<file path="src/rtl/mult_rescale_pkg.sv">
// Shared defaults and helpers for the multiplier rescale stage (package mult_pkg).
package mult_pkg;

    localparam int unsigned DEF_WIDTH     = 64;
    localparam int unsigned DEF_OUT_WIDTH = 32;
    localparam int unsigned DEF_SHIFT_W   = 7;

    // Bounds are computed at a fixed wide width so any IN_W/OUT_W up to MAX_W-1 compares correctly
    localparam int unsigned MAX_W = 128;

    function automatic logic signed [MAX_W-1:0] sat_max(input int unsigned out_w);
        return (MAX_W'(1) << (out_w - 1)) - MAX_W'(1);
    endfunction

    function automatic logic signed [MAX_W-1:0] sat_min(input int unsigned out_w);
        return -(MAX_W'(1) << (out_w - 1));
    endfunction

    function automatic int unsigned clamp_shift(input int unsigned sh, input int unsigned width);
        return (sh > width - 1) ? width - 1 : sh;
    endfunction

endpackage

</file>
<file path="src/rtl/mult_rescale_if.sv">
// Valid/ready bus between the multiplier, the rescale stage and its consumer.
interface mult_rescale_if
    import mult_pkg::*;
#(
    parameter int unsigned WIDTH     = DEF_WIDTH,
    parameter int unsigned OUT_WIDTH = DEF_OUT_WIDTH,
    parameter int unsigned SHIFT_W   = DEF_SHIFT_W
) ();

    logic                 in_valid_i;
    logic                 in_ready_o;
    logic [WIDTH-1:0]     in_data_i;
    logic [SHIFT_W-1:0]   in_shift_i;
    logic                 out_valid_o;
    logic                 out_ready_i;
    logic [OUT_WIDTH-1:0] out_data_o;
    logic                 out_sat_o;

    modport master (
        output in_valid_i, in_data_i, in_shift_i, out_ready_i,
        input  in_ready_o, out_valid_o, out_data_o, out_sat_o
    );

    modport slave (
        input  in_valid_i, in_data_i, in_shift_i, out_ready_i,
        output in_ready_o, out_valid_o, out_data_o, out_sat_o
    );

endinterface

</file>
<file path="src/rtl/mult_rescale_sat_clip.sv">
// Combinational signed saturation from IN_W bits down to OUT_W bits with a clip flag.
module sat_clip
    import mult_pkg::*;
#(
    parameter int unsigned IN_W  = DEF_WIDTH + 1,
    parameter int unsigned OUT_W = DEF_OUT_WIDTH
) (
    input  logic [IN_W-1:0]  din,
    output logic [OUT_W-1:0] dout,
    output logic             sat
);

    localparam logic signed [MAX_W-1:0] HI = sat_max(OUT_W);
    localparam logic signed [MAX_W-1:0] LO = sat_min(OUT_W);

    logic signed [MAX_W-1:0] ext;

    assign ext = $signed({{(MAX_W - IN_W){din[IN_W-1]}}, din});

    always_comb begin
        dout = din[OUT_W-1:0];
        sat  = 1'b0;
        if (ext > HI) begin
            dout = HI[OUT_W-1:0];
            sat  = 1'b1;
        end else if (ext < LO) begin
            dout = LO[OUT_W-1:0];
            sat  = 1'b1;
        end
    end

endmodule

</file>
<file path="src/rtl/mult_rescale.sv">
// Two-stage round/shift then saturate pipeline behind the multiplier.
// Optional saturation event counter enabled by `define MULT_RESCALE_SAT_CNT_EN.
module mult_rescale
    import mult_pkg::*;
#(
    parameter int unsigned WIDTH     = DEF_WIDTH,
    parameter int unsigned OUT_WIDTH = DEF_OUT_WIDTH,
    parameter int unsigned SHIFT_W   = DEF_SHIFT_W
) (
    input  logic          clk_i,
    input  logic          rst_ni,
    mult_rescale_if.slave bus
`ifdef MULT_RESCALE_SAT_CNT_EN
    ,
    input  logic          sat_cnt_clr_i,
    output logic [31:0]   sat_cnt_o
`endif
);

    localparam int unsigned SHW = $clog2(WIDTH);

    logic                 s1_valid;
    logic signed [WIDTH:0] s1_data;
    logic                 s2_valid;
    logic [OUT_WIDTH-1:0] s2_data;
    logic                 s2_sat;

    logic                 s2_can_load;
    logic                 in_ready;

    logic [SHIFT_W-1:0]   shift_raw;
    logic [SHW-1:0]       sh;
    logic [WIDTH:0]       bias;
    logic signed [WIDTH:0] ext;
    logic signed [WIDTH:0] rnd;
    logic signed [WIDTH:0] shifted;

    logic [OUT_WIDTH-1:0] clip_data;
    logic                 clip_sat;

    assign s2_can_load = !s2_valid || bus.out_ready_i;
    assign in_ready    = !s1_valid || s2_can_load;

    assign shift_raw = bus.in_shift_i;
    assign sh        = SHW'(clamp_shift(32'(shift_raw), WIDTH));

    // One extra bit of headroom so adding the half-LSB bias can never overflow
    always_comb begin
        ext     = $signed({bus.in_data_i[WIDTH-1], bus.in_data_i});
        bias    = (sh == '0) ? '0 : ((WIDTH + 1)'(1) << (sh - 1'b1));
        rnd     = ext + $signed(bias);
        shifted = rnd >>> sh;
    end

    sat_clip #(
        .IN_W  (WIDTH + 1),
        .OUT_W (OUT_WIDTH)
    ) u_sat_clip (
        .din  (s1_data),
        .dout (clip_data),
        .sat  (clip_sat)
    );

    always_ff @(posedge clk_i or negedge rst_ni) begin
        if (!rst_ni) begin
            s1_valid <= 1'b0;
            s1_data  <= '0;
            s2_valid <= 1'b0;
            s2_data  <= '0;
            s2_sat   <= 1'b0;
        end else begin
            if (in_ready) begin
                s1_valid <= bus.in_valid_i;
                if (bus.in_valid_i) begin
                    s1_data <= shifted;
                end
            end
            if (s2_can_load) begin
                s2_valid <= s1_valid;
                if (s1_valid) begin
                    s2_data <= clip_data;
                    s2_sat  <= clip_sat;
                end
            end
        end
    end

    assign bus.in_ready_o  = in_ready;
    assign bus.out_valid_o = s2_valid;
    assign bus.out_data_o  = s2_data;
    assign bus.out_sat_o   = s2_sat;

`ifdef MULT_RESCALE_SAT_CNT_EN
    logic [31:0] sat_cnt;

    always_ff @(posedge clk_i or negedge rst_ni) begin
        if (!rst_ni) begin
            sat_cnt <= '0;
        end else if (sat_cnt_clr_i) begin
            sat_cnt <= '0;
        end else if (s2_valid && bus.out_ready_i && s2_sat && (sat_cnt != '1)) begin
            sat_cnt <= sat_cnt + 32'd1;
        end
    end

    assign sat_cnt_o = sat_cnt;
`endif

endmodule

</file>
<file path="src/flat_wrapper.sv">
// flat-port wrapper written by rule: the top's interface ports become plain ports
module mult_rescale_flat import mult_pkg::*;
#(
    parameter int unsigned WIDTH     = DEF_WIDTH,
    parameter int unsigned OUT_WIDTH = DEF_OUT_WIDTH,
    parameter int unsigned SHIFT_W   = DEF_SHIFT_W
)
  (clk_i, rst_ni, bus_in_valid_i, bus_in_data_i, bus_in_shift_i, bus_out_ready_i, bus_in_ready_o, bus_out_valid_o, bus_out_data_o, bus_out_sat_o);
  mult_rescale_if #(.WIDTH(WIDTH), .OUT_WIDTH(OUT_WIDTH), .SHIFT_W(SHIFT_W)) bus_i ();
  input  logic clk_i;
  input  logic rst_ni;
  input wire logic [$bits(bus_i.in_valid_i)-1:0] bus_in_valid_i;
  input wire logic [$bits(bus_i.in_data_i)-1:0] bus_in_data_i;
  input wire logic [$bits(bus_i.in_shift_i)-1:0] bus_in_shift_i;
  input wire logic [$bits(bus_i.out_ready_i)-1:0] bus_out_ready_i;
  output wire logic [$bits(bus_i.in_ready_o)-1:0] bus_in_ready_o;
  output wire logic [$bits(bus_i.out_valid_o)-1:0] bus_out_valid_o;
  output wire logic [$bits(bus_i.out_data_o)-1:0] bus_out_data_o;
  output wire logic [$bits(bus_i.out_sat_o)-1:0] bus_out_sat_o;
  assign bus_i.in_valid_i = bus_in_valid_i;
  assign bus_i.in_data_i = bus_in_data_i;
  assign bus_i.in_shift_i = bus_in_shift_i;
  assign bus_i.out_ready_i = bus_out_ready_i;
  assign bus_in_ready_o = bus_i.in_ready_o;
  assign bus_out_valid_o = bus_i.out_valid_o;
  assign bus_out_data_o = bus_i.out_data_o;
  assign bus_out_sat_o = bus_i.out_sat_o;
  mult_rescale #(.WIDTH(WIDTH), .OUT_WIDTH(OUT_WIDTH), .SHIFT_W(SHIFT_W)) u_core (.clk_i(clk_i), .rst_ni(rst_ni), .bus(bus_i));
endmodule
</file>
<file path="config.mk">
export PLATFORM = sky130hd
export DESIGN_NAME = mult_rescale_flat
export DESIGN_NICKNAME = d
export VERILOG_FILES = /design/src/rtl/mult_rescale_pkg.sv /design/src/rtl/mult_rescale_if.sv /design/src/rtl/mult_rescale_sat_clip.sv /design/src/rtl/mult_rescale.sv /design/src/flat_wrapper.sv
export SDC_FILE = /design/constraint.sdc
export NUM_CORES = 1
export LEC_CHECK = 0
export CAP_MARGIN = 20
export CORE_MARGIN = 4
export CORE_UTILIZATION = 60
export CTS_CLUSTER_SIZE = 25
export DETAILED_ROUTE_END_ITERATION = 8
export GPL_ROUTABILITY_DRIVEN = 1
export PLACE_DENSITY_LB_ADDON = 0.08
export SYNTH_ARGS = -nofsm -noshare
export SYNTH_HDL_FRONTEND = slang
export SYNTH_SLANG_ARGS = --single-unit
</file>
<file path="constraint.sdc">
create_clock -name clk_i -period 4.1 [get_ports clk_i]
set_input_delay 0.615 -clock clk_i [delete_from_list [all_inputs] [get_ports clk_i]]
set_output_delay 0.615 -clock clk_i [all_outputs]
set_load 0.01 [all_outputs]
</file>
==> results of run 1 <==
-- routing by layer --
layer | track usage, % | overflow
met1 | 78.9 | 12
met2 | 110 | 935
met3 | 62.8 | 12
met4 | 94.7 | 305
met5 | 17.7 | 0
-- cells by family after synthesis --
family          Yosys count  synth area share (%)
xor+xnor                 49                  2.90
simple gates            853                  26.3
buf+inv                 176                  4.80
flops                   100                  16.6
other cells               1                0.0249
fa+ha+maj                65                  5.44
mux                      91                  6.59
compound gates          832                  37.3
-- Yosys cell counts, drive strengths merged, types with 30 or more instances --
| cell | instances | area, um^2 |
|---|---|---|
| nand2 | 283 | 1060 |
| nor2 | 247 | 927 |
| a21oi | 216 | 1110 |
| o21ai | 174 | 878 |
| clkbuf | 112 | 420 |
| dfrtp | 100 | 2500 |
| mux2i | 71 | 723 |
| nand4 | 67 | 419 |
| ha | 64 | 801 |
| nand3 | 61 | 305 |
| nor3 | 54 | 270 |
| o211ai | 54 | 415 |
| buf | 47 | 239 |
| a211oi | 41 | 338 |
| a31oi | 33 | 206 |
| xnor2 | 32 | 280 |
| a21o | 30 | 225 |
-- timing repair --
action                     CTS
resized for setup          321
setup buffers               67
setup endpoints to repair   65
cloned                       1
pin swaps                   99
-- metrics by stage --
stage               hold slack, ps  setup TNS, ps  cells
floorplan                      319         -56020   2167
global placement               464        -122480   3118
detailed placement             470        -132360   3118
CTS                            323         -52220   3201
==> results.txt, run 1 <==
* Global-route wire length before repair: 185000 um
- Overall global routing resource usage: between 80% and 90%
* Halt Reason: [ERROR GRT-0116] Global routing finished with congestion. Check the congestion regions in the DRC Viewer.
* Half-perimeter wire length after detailed placement: about 64000 um
- Number of distinct library cells after synthesis: a little over 90
* CTS buffer count: 9
- Initial Util: 61.5%
- Number of synthesized flops with an enable pin: 0
* Cell area after synthesis: between 15000 and 20000 um^2
- Worst slack at placement: -2270 ps
* Number of hold-repair buffers added at the cts stage: 0
* Stopped at: global routing
- For this run the aggregate overflow at the end of global routing stands at around 1300.
* Run status: aborted with a tool error
* I/O pin cnt: 110
- Gp weighted congestion: roughly 1.3
- The number of nets in the synthesized netlist is 2307.
- Height of the die: around 170 um
- Clock Sink Count: 100
- Buffers added on ports: about 110
- Via count of the first global-routing pass: roughly 30000
* Gate count after technology mapping: around 2200
* Instance area after placement: 21400 um^2
- In this run the number of H-tree levels came out at 3.
- Avg Inst Size Synth: between 6 and 7 um^2
- Clk Tree Root Cell: sky130_fd_sc_hd__clkbuf_16
- Entering global routing, the biggest net connects 66 pins.
* Warnings from Yosys: 0
- Sequential elements use between 10% and 20% of the synthesized area.
- The floorplan has 57 rows.
- Counting along the longest clock path gives a buffer depth of 2.
- In this run the horizontal extent of the chip is 167 um.
- Flip-flop and latch count after synthesis: 100
- Async S/R FF share, synth: 100%
* Synth Flop Type: sky130_fd_sc_hd__dfrtp_1
==> inputs of run 2 (changes only) <==
- CORE_UTILIZATION: 60 -> 40
- CTS_CLUSTER_SIZE: 25 -> unset
- PLACE_DENSITY_LB_ADDON: 0.08 -> 0.15
==> run 2 against run 1 <==
The flow now finishes, with violations (negative setup slack). Synthesized cell count did not move. Synthesized area did not move.
==> results.txt, run 2 <==
- Measured against its own limit, the worst slew margin works out to 37.0%.
- Clock Skew: about 20 ps
* Avg WL per Cell: ~27 um
- In the routed layout, each cell is associated on average with a via count of around 6.6.
- After clock tree synthesis, the clock-pin slew on the worst setup and hold paths is 80 ps.
- The number of hold buffers added after cts was 0 (unchanged).
- At the worst endpoint, the required time is approximately 4400 ps.
- Type of the worst min-delay path: input port to async pin
- Setup total negative slack on the finished layout was measured at -69920 ps.
- The flow ran to the end, but the final reports show violations.
- Detailed-route via count: around 23000
- The register with the most flip-flops in the layout has 65 of them.
* Instance area after placement: 22200 um^2 (+3.9%)
* Setup repair after global routing missed its margin: true
* Synth Flop Type: sky130_fd_sc_hd__dfrtp_1
- The die covers 40900 um^2.
- The yosys synthesis warning count came to 0 (unchanged).
- Of the cells placed in the final design, the portion with a size suffix greater than 1 is between 40% and 50%.
* Via count of the first global-routing pass: 22360
* Max Cap Viol: 0
- Power spread over the standard cell area amounts to ~200 nW/um^2.
- The area share of the leading cell type in the synthesized netlist is 16.6% (unchanged).
- Half-perimeter wire length after detailed placement: 73800 um (+15%)
- Number of distinct library cells after synthesis: 91 (unchanged)
- The number of rows in the core area was 70 (+23%).
- Clock Sink Count: 100 (unchanged)
- After routing the design area is 26600 um^2.
- Number of synthesized flops with an enable pin: 0 (unchanged)
- Buffers added on ports: 109 (unchanged)
* CTS buffer count: 9 (unchanged)
- The final-report max-slew violation count was 0.
- Commonest non-fill, non-tap cell in the layout: sky130_fd_sc_hd__buf_4
* I/O pin cnt: 110 (unchanged)
* Flip-flop and latch count after synthesis: 100 (unchanged)
* Fmax: between 150 and 200 MHz
- Core outline area: 36900 um^2
- The top cell types in the final layout, fill and taps aside, are sky130_fd_sc_hd__buf_4 (812), sky130_fd_sc_hd__nand2_1 (247), sky130_fd_sc_hd__nor2_1 (192), sky130_fd_sc_hd__a21oi_1 (136), sky130_fd_sc_hd__clkdlybuf4s50_1 (101).
- In the routed design, unresolved DRC markers number 0.
- Synthesis-to-layout area growth: 76.4%
- Worst Setup Path Type: input port to register
* Number of nets in the synthesized netlist: 2307 (unchanged)
- Worst Setup End Kind: register
* Maximum number of pins on one net before global-route repair: between 60 and 70
- The later pin in the worst-skew pair is clocked with a latency of around 360 ps.
- Of the available clock period, the critical path in the final layout requires 131%.
* Library cell occupying the most area in the post-synthesis netlist: sky130_fd_sc_hd__dfrtp_1
- At the worst endpoint, the arrival time is roughly 5700 ps.
* Cell leakage power: ~11 nW
* Final Util: 72.1%
- The deepest level of the CTS H-tree was 3 (unchanged).
- The finished layout holds about 3500 standard cells, fillers aside.
* Number of DRC violations after detailed-routing iteration 0: between 3000 and 4000
- Setup violations remaining at the end of the flow were counted as 65.
- Cell area after synthesis: 15100 um^2 (unchanged)
- Remaining Overflow, GRT: 0
* Violated checks: negative setup slack
- Synth area leaders: sky130_fd_sc_hd__dfrtp_1 (17%), sky130_fd_sc_hd__nand2_1 (7.0%), sky130_fd_sc_hd__a21oi_1 (6.9%)
- The smallest clock period supported by the final layout is computed as between 5000 and 6000 ps.
- Critical path startpoint category: input port
* Antenna-violating nets left: 0
- Clk Tree Root Cell: sky130_fd_sc_hd__clkbuf_16
- Most instantiated cells after synthesis: sky130_fd_sc_hd__nand2_1 (283), sky130_fd_sc_hd__nor2_1 (247), sky130_fd_sc_hd__a21oi_1 (207)
- Deepest clock path buffer count: 2 (unchanged)
* Reg with most FFs: u_core.s1_data
* Sequential area share after synthesis: 16.6% (unchanged)
- Height of the die: 202 um (+21%)
- Gp weighted congestion: 1.07 (-15%)
- At the end of the flow, the number of nets in the layout was 3175.
- The number of antenna violations at the first check in global routing was 2.
- The most common cell in the synthesized netlist is sky130_fd_sc_hd__nand2_1.
* Transition time at the pin with the least slew margin: approximately 940 ps
- The number of cells in the design after placement came to 3389 (+8.7%).
- Worst reg-to-reg path cell count: 7
* TritonCTS clock tree: done
- After layout, the worst setup slack is -1280 ps.
- Peak ir drop on the vdd network: ~0.18 mV
- Across all register-to-register paths, the minimum setup slack is 1710 ps.
- The first global-routing pass estimated between 100000 and 150000 um of wire.
- X dimension of the die: 202 um (+21%)
- The final number of hold-violating endpoints is 0.
- Along the worst path, the maximum fanout reaches 6.
* Drt first pass iters: 6
- Avg Inst Size Synth: 6.96 um^2 (unchanged)
- The synthesized instance count came to 2167 (unchanged).
* Overall global routing resource usage: between 40% and 50%
- Aggregate routed wire length: ~97000 um
* Initial Util: 40.9% (-21 points)
* Async S/R FF share, synth: 100% (unchanged)
run 2: cell counts after synthesis:
No cell type changed its count.
run 2: final timing paths:
check                                                      start                               endpoint
max in group asynchronous                                 rst_ni   u_core.bus.out_data_o[0]$_DFFE_PN0P_
setup reg to reg              u_core.bus.out_valid_o$_DFFE_PN0P_         u_core.s1_data[14]$_DFFE_PN0P_
hold / removal                                            rst_ni         u_core.s1_data[56]$_DFFE_PN0P_
min in group clk_i         u_core.bus.out_data_o[16]$_DFFE_PN0P_  u_core.bus.out_data_o[16]$_DFFE_PN0P_
hold reg to reg            u_core.bus.out_data_o[16]$_DFFE_PN0P_  u_core.bus.out_data_o[16]$_DFFE_PN0P_
setup / recovery                               bus_in_shift_i[6]         u_core.s1_data[15]$_DFFE_PN0P_
run 2: critical path, stage by stage:
cell and delay, ps:
sky130_fd_sc_hd__buf_12 110, sky130_fd_sc_hd__buf_12 130, sky130_fd_sc_hd__nor2_4 140, sky130_fd_sc_hd__nand2_4 80
sky130_fd_sc_hd__nor2_4 160, sky130_fd_sc_hd__nand2_4 110, sky130_fd_sc_hd__xnor2_4 210, sky130_fd_sc_hd__nand2_4 120
sky130_fd_sc_hd__buf_12 150, sky130_fd_sc_hd__nor2_4 160, sky130_fd_sc_hd__ha_4 240, sky130_fd_sc_hd__a211oi_4 290
sky130_fd_sc_hd__o211ai_2 170, sky130_fd_sc_hd__a21oi_4 310, sky130_fd_sc_hd__nor4_4 70, sky130_fd_sc_hd__o2111a_2 320
sky130_fd_sc_hd__buf_6 140, sky130_fd_sc_hd__o211a_1 230, sky130_fd_sc_hd__or3b_4 400, sky130_fd_sc_hd__buf_6 140
sky130_fd_sc_hd__a221oi_4 280, sky130_fd_sc_hd__buf_6 160, sky130_fd_sc_hd__nand2_8 50, sky130_fd_sc_hd__a211oi_4 410
sky130_fd_sc_hd__buf_4 200, sky130_fd_sc_hd__nor2b_1 40, sky130_fd_sc_hd__a211oi_1 180
run 2: what timing repair did:
action / CTS / global route
cloned: 2 / 1
setup buffers: 79 / 72
pin swaps: 150 / 131
setup endpoints to repair: 65 / 65
resized for setup: 431 / 252
run 2: logic make-up (layout without fill, tap and decap cells):
kind of cell	after synthesis	after routing	share of synthesized area, %
simple gates	853	854	26.3
xor+xnor	49	49	2.90
fa+ha+maj	65	65	5.44
flops	100	100	16.6
buf+inv	176	1048	4.80
compound gates	832	832	37.3
mux	91	91	6.59
other cells	1	4	0.0249
run 2: layer usage:
layer,vias to the layer above,wire (um),track usage [%]
met4,0,9610,31.5
li1,10058,-,-
met3,542,10700,10.4
met1,11159,35500,54.1
met5,-,0,0
met2,1715,40900,66.6
run 2: report_power, final:
part | switching (mW) | internal, mW
clock network | 0.453 | 0.434
registers | 0.213 | 1.18
logic | 1.64 | 1.42
run 2: layout make-up:
class	instances	area, um^2
Fill cell	2877	10300
Tap cell	504	631
Inverter	17	63.8
Clock buffer	9	225
Timing Repair Buffer	1015	8410
Clock inverter	7	80.1
Multi-Input combinational cell	1892	14700
Antenna cell	3	7.51
Sequential cell	100	2500
run 2: stage by stage:
step / hold slack (ps) / setup WS [ps] / total power [mW]
after global routing: 340 / -1420 / 5.53
after detailed placement: 473 / -2410 / 3.82
after global placement: 468 / -2390 / 3.78
final: 300 / -1280 / 5.35
after floorplan: 319 / -1070 / 2.48
after CTS: 321 / -919 / 4.99
No activity file was read; power rests on OpenSTA's default activity.
